## src/rtl/dispense_controller.sv

```systemverilog
// dispense_controller
//   Downstream stage of the vending FSM. Turns one-cycle product/change
//   request pulses into timed, mutually exclusive actuator drives (three
//   product motors and one coin-return solenoid). Requests are held in a
//   pending register and serviced one at a time, A > B > C > change.
//
// Optional feature macro: DISPENSE_STOCK_EN
//   Defined   : per-product stock counters, sold-out refund path, restock,
//               sold* flags.
//   Undefined : no counters, sold* tied low, restock ignored.
//
// Ports
//   clk                 : rising-edge clock
//   reset               : synchronous, active-high
//   PrA/PrB/PrC/change  : one-cycle request pulses
//   restock             : one-cycle pulse, reloads all stock counters
//   motA/motB/motC      : product motor drives (registered)
//   coin_ret            : coin-return solenoid drive (registered)
//   busy                : state not idle or any request pending
//   overrun             : one-cycle pulse when a request is dropped
//   soldA/soldB/soldC   : high while that product's stock is zero
module dispense_controller #(
  parameter int unsigned MOTOR_CYCLES = 8,
  parameter int unsigned GAP_CYCLES   = 4,
  parameter int unsigned CNT_W        = 4,
  parameter int unsigned STOCK_INIT   = 10
) (
  input  logic clk,
  input  logic reset,
  input  logic PrA,
  input  logic PrB,
  input  logic PrC,
  input  logic change,
  input  logic restock,
  output logic motA,
  output logic motB,
  output logic motC,
  output logic coin_ret,
  output logic busy,
  output logic overrun,
  output logic soldA,
  output logic soldB,
  output logic soldC
);

  typedef enum logic [1:0] {
    ST_IDLE,
    ST_DRIVE,
    ST_GAP
  } state_t;

  localparam logic [7:0] LP_DRIVE_LOAD = 8'(MOTOR_CYCLES - 1);
  localparam logic [7:0] LP_GAP_LOAD   = (GAP_CYCLES == 0) ? 8'd0 : 8'(GAP_CYCLES - 1);
  localparam bit         LP_NO_GAP     = (GAP_CYCLES == 0);

  state_t     r_state, w_state_nxt;
  logic [7:0] r_timer, w_timer_nxt;
  logic [3:0] r_pend,  w_pend_nxt;
  logic [3:0] r_out,   w_out_nxt;
  logic       r_overrun, w_overrun_nxt;

  logic [3:0] w_in;
  logic [3:0] w_cand;
  logic [3:0] w_win;
  logic [3:0] w_drive;
  logic [3:0] w_clr;
  logic [2:0] w_empty;
  logic       w_slot;
  logic       w_start;

  // Bit order throughout: [0]=A, [1]=B, [2]=C, [3]=change.
  assign w_in   = {change, PrC, PrB, PrA};
  assign w_cand = r_pend | w_in;
  // Isolate the lowest set bit: gives the A > B > C > CHG priority.
  assign w_win  = w_cand & (~w_cand + 4'd1);

  // A sold-out product winner is served as a refund on the coin solenoid.
  assign w_drive = (|(w_win[2:0] & w_empty)) ? 4'b1000 : w_win;

  // A new service may start from IDLE, at the end of GAP, or straight out
  // of DRIVE when there is no dead time.
  assign w_slot  = (r_state == ST_IDLE) ||
                   ((r_timer == '0) &&
                    ((r_state == ST_GAP) || ((r_state == ST_DRIVE) && LP_NO_GAP)));
  assign w_start = w_slot && (w_cand != '0);
  assign w_clr   = w_start ? w_win : '0;

  // A served bit that was already pending is re-armed by a same-cycle pulse;
  // a served bit that came straight from the input is consumed.
  assign w_pend_nxt    = (w_clr & r_pend & w_in) | (~w_clr & (r_pend | w_in));
  assign w_overrun_nxt = |(w_in & r_pend & ~w_clr);

  always_comb begin
    w_state_nxt = r_state;
    w_timer_nxt = r_timer;
    w_out_nxt   = r_out;
    case (r_state)
      ST_DRIVE: begin
        if (r_timer != '0) begin
          w_timer_nxt = r_timer - 8'd1;
        end else if (!LP_NO_GAP) begin
          w_state_nxt = ST_GAP;
          w_timer_nxt = LP_GAP_LOAD;
          w_out_nxt   = '0;
        end
      end
      ST_GAP: begin
        if (r_timer != '0) begin
          w_timer_nxt = r_timer - 8'd1;
        end
      end
      default: ;
    endcase
    if (w_slot) begin
      if (w_start) begin
        w_state_nxt = ST_DRIVE;
        w_timer_nxt = LP_DRIVE_LOAD;
        w_out_nxt   = w_drive;
      end else begin
        w_state_nxt = ST_IDLE;
        w_timer_nxt = '0;
        w_out_nxt   = '0;
      end
    end
  end

  always_ff @(posedge clk) begin
    if (reset) begin
      r_state   <= ST_IDLE;
      r_timer   <= '0;
      r_pend    <= '0;
      r_out     <= '0;
      r_overrun <= 1'b0;
    end else begin
      r_state   <= w_state_nxt;
      r_timer   <= w_timer_nxt;
      r_pend    <= w_pend_nxt;
      r_out     <= w_out_nxt;
      r_overrun <= w_overrun_nxt;
    end
  end

`ifdef DISPENSE_STOCK_EN
  localparam logic [CNT_W-1:0] LP_STOCK_INIT = CNT_W'(STOCK_INIT);
  localparam logic [CNT_W-1:0] LP_ONE        = CNT_W'(1);

  logic [CNT_W-1:0] r_stock [3];

  always_comb begin
    w_empty = '0;
    for (int unsigned i = 0; i < 3; i++) begin
      w_empty[i] = (r_stock[i] == '0);
    end
  end

  // Restock overrides a same-cycle decrement; an empty counter is never
  // decremented because that winner is turned into a refund instead.
  always_ff @(posedge clk) begin
    for (int unsigned i = 0; i < 3; i++) begin
      if (reset || restock) begin
        r_stock[i] <= LP_STOCK_INIT;
      end else if (w_start && w_win[i] && !w_empty[i]) begin
        r_stock[i] <= r_stock[i] - LP_ONE;
      end
    end
  end

  assign soldA = w_empty[0];
  assign soldB = w_empty[1];
  assign soldC = w_empty[2];
`else
  logic [32:0] w_unused_cfg;
  assign w_unused_cfg = {restock, 32'(CNT_W + STOCK_INIT)};
  assign w_empty = '0;
  assign soldA   = 1'b0;
  assign soldB   = 1'b0;
  assign soldC   = 1'b0;
`endif

  assign motA     = r_out[0];
  assign motB     = r_out[1];
  assign motC     = r_out[2];
  assign coin_ret = r_out[3];
  assign overrun  = r_overrun;
  assign busy     = (r_state != ST_IDLE) || (r_pend != '0);

  a_excl: assert property (@(posedge clk) disable iff (reset) $onehot0(r_out));

endmodule
```

## config.mk

```make
export PLATFORM = sky130hd
export DESIGN_NAME = dispense_controller
export DESIGN_NICKNAME = d
export VERILOG_FILES = /design/src/rtl/dispense_controller.sv
export SDC_FILE = /design/constraint.sdc
export NUM_CORES = 1
export LEC_CHECK = 0
export BUFFER_PORTS_ARGS = -buffer_cell sky130_fd_sc_hd__buf_2
export CAP_MARGIN = 20
export CORE_ASPECT_RATIO = 0.75
export CORE_MARGIN = 3
export CORE_UTILIZATION = 54
export DETAILED_ROUTE_END_ITERATION = 8
export HOLD_SLACK_MARGIN = 0.05
export PLACE_DENSITY = 0.76
export SYNTH_ARGS = -nofsm -noshare
export SYNTH_HDL_FRONTEND = slang
export SYNTH_SLANG_ARGS = --single-unit
```

## constraint.sdc

```tcl
create_clock -name clk -period 1.9 [get_ports clk]
set_input_delay 0.475 -clock clk [delete_from_list [all_inputs] [get_ports clk]]
set_output_delay 0.475 -clock clk [all_outputs]
set_load 0.02 [all_outputs]
```

== Yosys cells after proc, flatten, opt, wreduce, memory -nomap -nowiden ==
Cells that the tools add are included.

* Flip-flop bits (word level): 19
* Latch bits: 0
* Bits in writable memories: 0
* ROM bits: 0
* Input port bits: 7
* Logic and storage cells: 49
* Memories kept: 0

* Add/subtract/negate cells: 2
* Multiply operators: 0
* Div/mod/pow operators: 0
* $lt $le $gt $ge: 0
* Equality and inequality tests: 4
* Shift operators: 0
* Mux-type cells: 13
* Bitwise gates (word level): 10
* Reduce and logical (&&, ||, !) cells: 15

{| class="wikitable"
|+ Operators by type and width
! cell !! count
|-
| $and 4x4->4 || 6
|-
| $mux 8 || 3
|-
| $mux 4 || 4
|-
| $pmux 8 s2 || 1
|-
| $logic_not 8->1 || 1
|-
| $not 4->4 || 2
|-
| $or 4x4->4 || 2
|-
| $reduce_bool 4->1 || 2
|-
| $reduce_bool 8->1 || 1
|-
| $sub 8x1->8 const B || 1
|-
| $mux 2 || 3
|-
| $add 4x1->4 const B || 1
|-
| $reduce_and 2->1 || 2
|-
| $reduce_bool 2->1 || 2
|-
| $reduce_or 4->1 || 1
|-
| $mux 3 || 1
|-
| $ne 3x2->1 const B || 1
|-
| $reduce_bool 3->1 || 1
|-
| $eq 2x1->1 const B || 1
|-
| $eq 2x2->1 const B || 1
|-
| $logic_and 1x1->1 || 2
|-
| $logic_not 2->1 || 1
|-
| $logic_or 1x1->1 || 2
|-
| $ne 2x2->1 const B || 1
|-
| $mux 1 || 1
|}

== Longest topological paths before layout ==
Gate-level depths: netlist of run 1.

* Depth after elaboration: 8
* Gate-level depth with buffers: 6

== Worst setup path before layout of run 1 ==
Ideal clock, no wire load.

* Path type: reg2reg
* From: register r_timer[0]
* To: register r_timer[1]
* Arrival time: 1407 ps
* Path slack: 406 ps
* Stages on the path, launching flop included: 7
* Path through: dfxtp_1 -> inv_1 -> ha_1 -> nor2b_4 -> a41oi_4 -> a31o_4 -> a221oi_2

* Word-level cells in the longest chain between the ends: 6

{| class="wikitable"
|+ RTL lines
! what !! line !! RTL
|-
| start, declared || 57 || <nowiki>logic [7:0] r_timer, w_timer_nxt;</nowiki>
|-
| start signal, assigned || 136 || <nowiki>r_timer <= w_timer_nxt;</nowiki>
|-
| parallel branches: the longest is 6 deep, another holds $sub 8x1->8 || - ||
|}

Parallel ways; which one is timed is not known. The select of a mux whose other input is x is not followed.
A chain may end at the register's enable or synchronous reset.

== Worst setup path in the final report of run 1 ==
* From: register r_state[0]
* To: output port busy

* Word-level cells in the longest chain between the ends: 2

{| class="wikitable"
|+ RTL lines
! what !! line !! RTL
|-
| start, declared || 56 || <nowiki>state_t r_state, w_state_nxt;</nowiki>
|-
| start signal, assigned || 135 || <nowiki>r_state <= w_state_nxt;</nowiki>
|-
| $reduce_bool 2->1 || 185 || <nowiki>assign busy = (r_state != ST_IDLE) || (r_pend != '0);</nowiki>
|-
| $logic_or 1x1->1 || 185 ||
|-
| end, declared || 39 || <nowiki>output logic busy,</nowiki>
|}

No other way between the ends.

==> flow_metrics.tcl, run 1 <==
set metrics [dict create \
    fin_crit_ns 1.76 \
    cts_hold_buffers 0 \
    horizontal_extent_of_the_die_microns 57.2 \
    grt_start_max_net_pins 16 \
    route.vias.total 896 \
    full_die_area_sq_um 2540 \
    ff2ff_setup_slack_ns 0.20 \
    clk_slew_on_worst_s_h_paths_ns 0.11 \
    min_delay_endpoint "overrun" \
    vias_in_the_first_global_route 790 \
    number_of_enable_flip_flop_cells_after_synthesis 0 \
    clock_insertion_delay_worst_skew_ns 0.31 \
    status "finished clean" \
    antenna_violations_before_repair 0 \
    worst_setup_path_end_kind "primary output" \
    fin_crit_sh_pct 92.6 \
    cts.root.buffer_cell "clkbuf_4" \
    critPathMaxFanout 11 \
    ys_ff_latch 19 \
    detailedRoute.firstPassIterationCount 4 \
    maxSlewViolCount 0 \
    post_drt_via_cell_ratio 5.74 \
    layout.filler_cells 176 \
    vdd.ir_drop.worst_uv 1090 \
    tritoncts_num_sinks 19 \
    worstReg2RegStart "r_timer[0]" \
    r2r.worst_path.cells 6 \
    tritoncts "built" \
    holdCritPathClass "input pin to flop" \
    finalHoldViolations 0 \
    post-synth-top-area-cell "dfxtp_1" \
    capturing_point_of_the_worst_reg2reg_path "r_timer[1]" \
    number_of_instances_resized_during_post_cts_repair 0 \
    ctsLongestPathBuffers 2 \
    hold_path_startpoint "PrC" \
    syn_area_per_cell_sq_um 8.77 \
    totalNegativeSetupSlack_ns 0 \
    io_pins 16 \
    crit_path_max_incr_delay_ns 0.62 \
    totalWireLength_mm 2.02 \
    layout_cell_share_with_drive_strength_beyond_1_pct 19.4 \
    drt_drc_violations_left 0 \
    rsz0062_at_grt "no" \
    dpl.hpwl_mm 1.55 \
    max_freq_mhz 568 \
    global_route.usage.total_pct 18.6 \
    timing_worst_setup_path_type "flop to primary output" \
    placement_rows 13 \
    detail_route.wl_per_cell_microns 12.9 \
    yosys-top-cells-area "dfxtp_1 36%, nor2_1 5.3%, nand2_1 3.9%" \
    cp.arrival_ns 1.28 \
    i_o_buffers 11 \
    holdWs_ns 0.464 \
    synth_cell_type_count 41 \
    synthesis.yosys.warnings 0 \
    timing.critical_path.from_type "flop" \
    area_delta_synth_final_pct 8.25 \
    grt_overflow_total 0 \
    antenna_violating_nets_post_route 0 \
    floorplan.initialDensity_pct 59.3 \
    global_route_wire_length_before_repair_mm 3.54 \
    synthArstFlopShare_pct 0 \
    powerDensity_nw_per_um2 1660 \
    hold_path_depth 3 \
    fin_cells 156 \
    die_height_microns 44.4 \
    cts_buffers 3 \
    worstPathRequired_ns 1.42 \
    synthFlopType "dfxtp_1" \
    cp_cell_sequence "nor2_2, nand2_1, buf_2" \
    placed_cells 152 \
    nNetsFinal 143 \
    synth_largest_type_area_fraction_pct 35.8 \
    drv.max_cap_violation_count 0 \
    syn-cell-area_sq_um 1060 \
    p_leak_nw 0.474 \
    htreeDepth 1 \
    antenna_cells 0 \
    cts_setup_buffers 0 \
    drt_iter0_markers 25 \
    synth_seq_area_share_pct 35.8 \
    fin_skew_ns 0.00774 \
    finalWeightedCongestion 0.806 \
    cp_slowest_cell "dfxtp_1" \
    floorplan.core_area_sq_um 1790 \
    final-setup-viol-count 0 \
    postSynthCellCount 121 \
]
==> cells by family after synthesis <==
| logic type | synth area share (%) |
|---|---|
| buffers and inverters | 6.72 |
| XOR/XNOR | 4.95 |
| flip-flops | 35.8 |
| other | 0.353 |
| AO/OA/AOI/OAI | 24.9 |
| adder cells (fa/ha/maj) | 2.12 |
| AND/OR/NAND/NOR | 25.1 |
==> flip-flops by register name (all words and copies together) (netlist names) <==
| name | flops |
|---|---|
| r_timer | 8 |
| r_pend | 4 |
| r_out | 4 |
| overrun | 1 |
| r_state | 2 |
==> critical path, delay by kind of cell (launching register included) <==
| family | cells | cell delay, ns |
|---|---|---|
| and+or+nand+nor | 2 | 0.20 |
| buffers and inverters | 1 | 0.16 |
| DFF | 1 | 0.62 |
==> Yosys cell counts, drive strengths merged, types with 2 or more instances <==
cell type	n
a211oi	3
a21oi	5
a22o	3
a31oi	2
a41oi	2
buf	5
dfxtp	19
inv	7
nand2	11
nand3	3
nand4	2
nor2	18
nor3	6
nor3b	2
nor4	3
o21ai	7
xnor2	2
xor2	4
==> cell usage in the layout (no fill, tap or decap), drive strengths merged, types with 2 or more instances in the layout <==
cell / count
nor4: 3
nor3: 6
a22o: 3
a21oi: 5
dfxtp: 19
nor2: 18
a31oi: 2
clkbuf: 3
conb: 3
nand4: 2
a41oi: 2
o21ai: 7
xor2: 4
inv: 7
buf: 13
a211oi: 3
nand2: 11
xnor2: 2
nand3: 3
nor3b: 2
==> cell type report <==
type                       count  area [sq um]  share of cell area [%]
sequential                    19           380                    33.1
clock inverter                 1          5.00                   0.436
timing repair buffer          13          70.1                    6.10
clock buffer                   3          22.5                    1.96
multi-input combinational     91           617                    53.7
tap                           22          27.5                    2.40
inverter                       7          26.3                    2.29
==> power by group <==
group	switching [mW]	internal (mW)
Combinational	0.555	0.441
Sequential	0.190	0.517
Clock	0.127	0.0787
==> through the flow <==
step / area (sq um) / util [%] / power [mW] / setup slack [ns]
6_report: 1150 / 64.2 / 1.91 / 0.141
5_1_grt: 1150 / 64.2 / 2.09 / 0.0159
4_1_cts: 1150 / 64.2 / 1.92 / 0.132
3_5_place_dp: 1120 / 62.7 / 1.71 / 0.225
3_3_place_gp: 1120 / 62.7 / 1.68 / 0.259
2_1_floorplan: 1070 / - / 1.52 / 0.406
==> how the worst max path moves through the flow <==
stage	to	startpoint	depth (start not counted)
after floorplan	r_timer[1]	r_timer[0]	6
after global placement	r_timer[1]	r_timer[0]	6
after detailed placement	r_timer[1]	r_timer[0]	6
after CTS	busy	r_state[0]	3
after global routing	busy	r_state[0]	3
final	busy	r_state[0]	3
==> per-layer routing <==
| metal | track usage [%] | vias to the layer above | routed length [microns] |
|---|---|---|---|
| met5 | 0 | - | 0 |
| met4 | 9.72 | 0 | 40 |
| met3 | 5.25 | 4 | 97 |
| met2 | 24.8 | 20 | 796 |
| met1 | 26.9 | 412 | 1080 |
| li1 | - | 460 | - |
No activity file was read; power rests on OpenSTA's default activity.
==> run 2, diff against run 1 <==
Settings changed: ABC_CLOCK_PERIOD_IN_PS set to 1900, RECOVER_POWER set to 50.
==> flow_metrics.tcl, run 2 (synthesis results as in run 1) <==
set metrics [dict create \
    drv.max_cap_violation_count 0 \
    ctsLongestPathBuffers 2 \
    floorplan.core_area_sq_um 1790 \
    horizontal_extent_of_the_die_microns 57.2 \
    clock_insertion_delay_worst_skew_ns 0.31 \
    antenna_violations_before_repair 0 \
    critPathMaxFanout 9 \
    antenna_violating_nets_post_route 0 \
    capturing_point_of_the_worst_reg2reg_path "r_timer[1]" \
    max_flop_register "r_timer" \
    post_route_design_area_sq_um 1140 \
    global_route.usage.total_pct 18.6 \
    hold_path_depth 3 \
    placement_rows 13 \
    worstReg2RegStart "r_timer[0]" \
    cts.root.buffer_cell "clkbuf_4" \
    tritoncts_num_sinks 19 \
    vias_in_the_first_global_route 790 \
    finalWeightedCongestion 0.806 \
    largest_reg_flops 8 \
    detail_route.wl_per_cell_microns 13.0 \
    max_freq_mhz 558 \
    fin_crit_ns 1.79 \
    floorplan.initialDensity_pct 59.3 \
    die_height_microns 44.4 \
    clk_slew_on_worst_s_h_paths_ns 0.11 \
    finalHoldViolations 0 \
    maxSlewViolCount 0 \
    timing_worst_setup_path_type "flop to flop" \
    min_delay_endpoint "overrun" \
    r2r.worst_path.cells 6 \
    status "finished clean" \
    timing.critical_path.from_type "flop" \
    totalWireLength_mm 2.02 \
    htreeDepth 1 \
    detailedRoute.firstPassIterationCount 4 \
    number_of_instances_resized_during_post_cts_repair 0 \
    most-common-layout-cells "19 x dfxtp_1, 15 x nor2_1, 11 x nand2_1" \
    antenna_cells 0 \
    cp.arrival_ns 2.02 \
    grt_overflow_total 0 \
    post_drt_via_cell_ratio 5.74 \
    i_o_buffers 11 \
    global_route_wire_length_before_repair_mm 3.54 \
    drt_drc_violations_left 0 \
    largestRegisters "r_timer (8), r_out (4), r_pend (4)" \
    cts_buffers 3 \
    nNetsFinal 143 \
    final_common_cell "dfxtp_1" \
    crit_path_start "r_timer[0]" \
    full_die_area_sq_um 2540 \
    worst_setup_path_end_kind "flop" \
    cts_hold_buffers 0 \
    placedInstanceArea_sq_um 1120 \
    area_delta_synth_final_pct 7.19 \
    holdCritPathClass "input pin to flop" \
    fin_crit_sh_pct 94.4 \
    route.vias.total 895 \
    rsz0062_at_grt "no" \
    totalNegativeSetupSlack_ns 0 \
    cts_setup_buffers 0 \
    dpl.hpwl_mm 1.55 \
    final-setup-viol-count 0 \
    p_leak_nw 0.450 \
    worstPathRequired_ns 2.13 \
    hold_path_startpoint "PrC" \
    fin_skew_ns 0.00793 \
    tritoncts "built" \
    powerDensity_nw_per_um2 1660 \
    drt_iter0_markers 25 \
    io_pins 16 \
    layout_cell_share_with_drive_strength_beyond_1_pct 15.7 \
    vdd.ir_drop.worst_uv 1080 \
    ff2ff_setup_slack_ns 0.11 \
    holdWs_ns 0.464 \
    grt_start_max_net_pins 16 \
]
run 2: cell count changes in the layout (fill, tap and decap cells not counted):
cell      previous run  this run
buf_2               11         6
clkbuf_1             0         5
nor2b_2              0         1
nor2b_4              1         0
run 2: per-stage QoR:
step	setup slack (ns)	util [%]	power, mW	std cells
final	0.107	63.6	1.89	156
after CTS	0.132	64.2	1.92	156
after global routing	0.00905	63.6	2.07	156
after detailed placement	0.225	62.7	1.71	152
after floorplan	0.406	-	1.52	123
after global placement	0.259	62.7	1.68	152
run 2: layout make-up:
cell class | instances | area, sq um
sequential | 19 | 380
tap | 22 | 27.5
clock inverter | 1 | 5.00
fill | 180 | 652
clock buffer | 3 | 22.5
inverter | 7 | 26.3
timing repair buffer | 13 | 63.8
multi-input combinational | 91 | 612
run 2: how the worst max path moves through the flow:
stage,end,slack [ns],depth (start not counted)
floorplan,r_timer[1],0.41,6
global placement,r_timer[1],0.26,6
detailed placement,r_timer[1],0.23,6
CTS,busy,0.13,3
global route,r_timer[1],0.009,6
finish,r_timer[1],0.11,6
run 2: report_power, final:
group	total (mW)	internal, mW	switching (mW)	leakage (nW)
sequential	0.705	0.517	0.188	0.157
clock	0.206	0.0787	0.127	0.0177
combinational	0.979	0.425	0.554	0.276
total	1.89	1.02	0.870	0.450
run 2: routing by layer:
metal,vias to the layer above,track usage (%),share of wire [%]
li1,459,-,-
met1,412,26.9,54
met2,20,24.8,39
met3,4,5.25,5.1
met4,0,9.72,2.0
met5,-,0,0
run 2: worst max-delay path, stage by stage, from the launching register on:
cell,delay (ns)
dfxtp_1,0.37
inv_1,0.09
ha_1,0.18
nor2b_2,0.31
a41oi_4,0.25
a31o_4,0.29
a221oi_2,0.24
==> run 3, diff against run 2 <==
Settings changed: ABC_AREA set to 1, PLACE_DENSITY 0.76 to 0.77, RECOVER_POWER 50 to 100.
==> flow_metrics.tcl, run 3 <==
set metrics [dict create \
    pwr-share-comb_pct 53.7 \
    status "finished clean" \
    fin_skew_ns 0.00174 \
    totalNegativeSetupSlack_ns 0 \
    synthFlopType "dfxtp_1" \
    share_clk_of_total_power_pct 11.5 \
    floorplan.core_area_sq_um 1620 \
    net-switching-power_mw 0.870 \
    number_of_instances_resized_during_post_cts_repair 0 \
    grt_overflow_total 0 \
    i_o_buffers 11 \
    yosys-top-cells-area "dfxtp_1 38%, inv_1 8.1%, nand2_1 7.8%" \
    full_die_area_sq_um 2440 \
    postSynthCellCount 138 \
    worst_path_most_repeated_cell "nand2_1" \
    final-setup-viol-count 0 \
    clock_insertion_delay_worst_skew_ns 0.30 \
    vias_in_the_first_global_route 774 \
    layout.core_utilization_pct 66.4 \
    die_height_microns 43.5 \
    critPathMaxFanout 7 \
    detailedRoute.firstPassIterationCount 4 \
    vdd.ir_drop.worst_uv 1220 \
    dpl.hpwl_mm 1.61 \
    synth_fa_ha_area_share_pct 1.23 \
    floorplan.initialDensity_pct 62.5 \
    rsz0062_at_grt "no" \
    cp_cell_sequence "inv_1, ha_1, nand2_2, nor2_1, nand2_1, nand2_1, nand2_1, o31ai_2" \
    holdCritPathClass "input pin to flop" \
    post_synth_and_or_nand_nor_area_fraction_pct 32.7 \
    fin_crit_sh_pct 88.3 \
    swShare_pct 48.4 \
    multiInputGateArea_sq_um 494 \
    placement_rows 12 \
    synthArstFlopShare_pct 0 \
    crit_path_max_incr_delay_ns 0.33 \
    global_route.usage.total_pct 18.8 \
    largest_reg_flops 8 \
    antenna_violating_nets_post_route 0 \
    synth_compound_gate_area_share_pct 10.4 \
    fin_crit_ns 1.68 \
    p_leak_nw 0.541 \
    htreeDepth 1 \
    cpLargestDelayFamily "simple AND/OR/NAND/NOR gates" \
    global_route_wire_length_before_repair_mm 3.49 \
    power_frac_seq_pct 34.8 \
    timing.critical_path.from_type "flop" \
    cts.root.buffer_cell "clkbuf_4" \
    horizontal_extent_of_the_die_microns 56.0 \
    layout.area.seq_sq_um 380 \
    synthXorXnorAreaFrac_pct 5.19 \
    most-common-layout-cells "24 x nand2_1, 22 x inv_1, 19 x dfxtp_1" \
    nNetsFinal 160 \
    detail_route.wl_per_cell_microns 11.9 \
    worst_setup_path_end_kind "flop" \
    powerDensity_nw_per_um2 1670 \
    synth_largest_type_area_fraction_pct 37.5 \
    area_delta_synth_final_pct 6.17 \
    yosys-mux-area-fraction_pct 0 \
    antenna_violations_before_repair 0 \
    holdWs_ns 0.474 \
    tritoncts_num_sinks 19 \
    antenna_cells 0 \
    largestRegisters "r_timer (8), r_out (4), r_pend (4)" \
    ff2ff_setup_slack_ns 0.22 \
    power_report.internal_total_mw 0.927 \
    ys_ff_latch 19 \
    totalWireLength_mm 2.05 \
    syn_area_per_cell_sq_um 7.34 \
    cts_setup_buffers 0 \
    finalHoldViolations 0 \
    timing_worst_setup_path_type "flop to flop" \
    drv.max_cap_violation_count 0 \
    final_common_cell "nand2_1" \
    commonest_cells_post_synth "22 x inv_1, 21 x nand2_1, 19 x dfxtp_1" \
    io_pins 16 \
    cp.arrival_ns 1.90 \
    tritoncts "built" \
    worstPathRequired_ns 2.12 \
    dominant_combinational_cell_family_by_area_after_synthesis "simple AND/OR/NAND/NOR gates" \
    setup_slack_ns 0.222 \
    synth_seq_area_share_pct 37.5 \
    max_flop_register "r_timer" \
    ctsLongestPathBuffers 2 \
    drt_drc_violations_left 0 \
    synthesis.yosys.warnings 0 \
    syn-cell-area_sq_um 1010 \
    critPathBufInv 1 \
    cp_slowest_cell "dfxtp_1" \
    number_of_enable_flip_flop_cells_after_synthesis 0 \
    yosysMostFrequentCell "inv_1" \
    cts_buffers 3 \
    finalWeightedCongestion 0.814 \
    grt_start_max_net_pins 13 \
    layout_cell_share_with_drive_strength_beyond_1_pct 18.5 \
    layout.filler_cells 157 \
    post_drt_via_cell_ratio 4.92 \
    drt_iter0_markers 23 \
    detailedPlace.worstSlack_ns 0.343 \
    clk_slew_on_worst_s_h_paths_ns 0.10 \
    cts_hold_buffers 0 \
    synth_cell_type_count 27 \
    maxSlewViolCount 0 \
    max_freq_mhz 596 \
    post-synth-top-area-cell "dfxtp_1" \
    route.vias.total 847 \
]
run 3: layout make-up:
cell class | instances | share of cell area [%]
sequential | 19 | 35.3
clock buffer | 4 | 2.44
inverter | 27 | 9.42
tap | 21 | 2.44
timing repair buffer | 11 | 4.42
multi-input combinational | 90 | 45.9
run 3: routing by layer:
layer | up-vias | GRT usage (%) | wire length (microns)
met4 | 0 | 4.27 | 25
met1 | 374 | 25.8 | 1070
li1 | 447 | - | -
met2 | 22 | 28.2 | 830
met5 | - | 0 | 0
met3 | 4 | 6.85 | 129
run 3: kinds of logic after synthesis:
kind of cell               Yosys count
adders and majority gates            1
buffers and inverters               31
AOI/OAI and AO/OA                   17
other                                1
DFF                                 19
xor gates and xnor gates             6
and+or+nand+nor                     63
run 3: power groups by stage:
stage	Sequential, mW	Combinational, mW	Clock, mW
finish	0.625	0.965	0.207
global route	0.645	1.08	0.236
CTS	0.628	1.01	0.213
detailed placement	0.637	1.00	0
global placement	0.630	0.966	0
floorplan	0.642	0.801	0
run 3: final timing paths:
| kind | from | to | cells past startpoint |
|---|---|---|---|
| setup reg to reg | r_timer[0] | r_out[3] | 8 |
| hold reg to reg | r_out[0] | r_out[0] | 2 |
| setup / recovery | r_timer[0] | r_out[3] | 8 |
| hold / removal | PrA | r_pend[0] | 3 |
run 3: worst min-delay path, delay by kind of cell:
| kind | cells | cell delay (ns) |
|---|---|---|
| and+or+nand+nor | 1 | 0.07 |
| AOI/OAI and AO/OA | 1 | 0.07 |
| buffers and inverters | 1 | 0.12 |
run 3: through the flow:
stage | power [mW] | area (sq um) | cells
2_1_floorplan | 1.44 | 1020 | 140
3_3_place_gp | 1.60 | 1080 | 168
3_5_place_dp | 1.64 | 1080 | 168
4_1_cts | 1.85 | 1100 | 172
5_1_grt | 1.97 | 1080 | 172
6_report | 1.80 | 1080 | 172
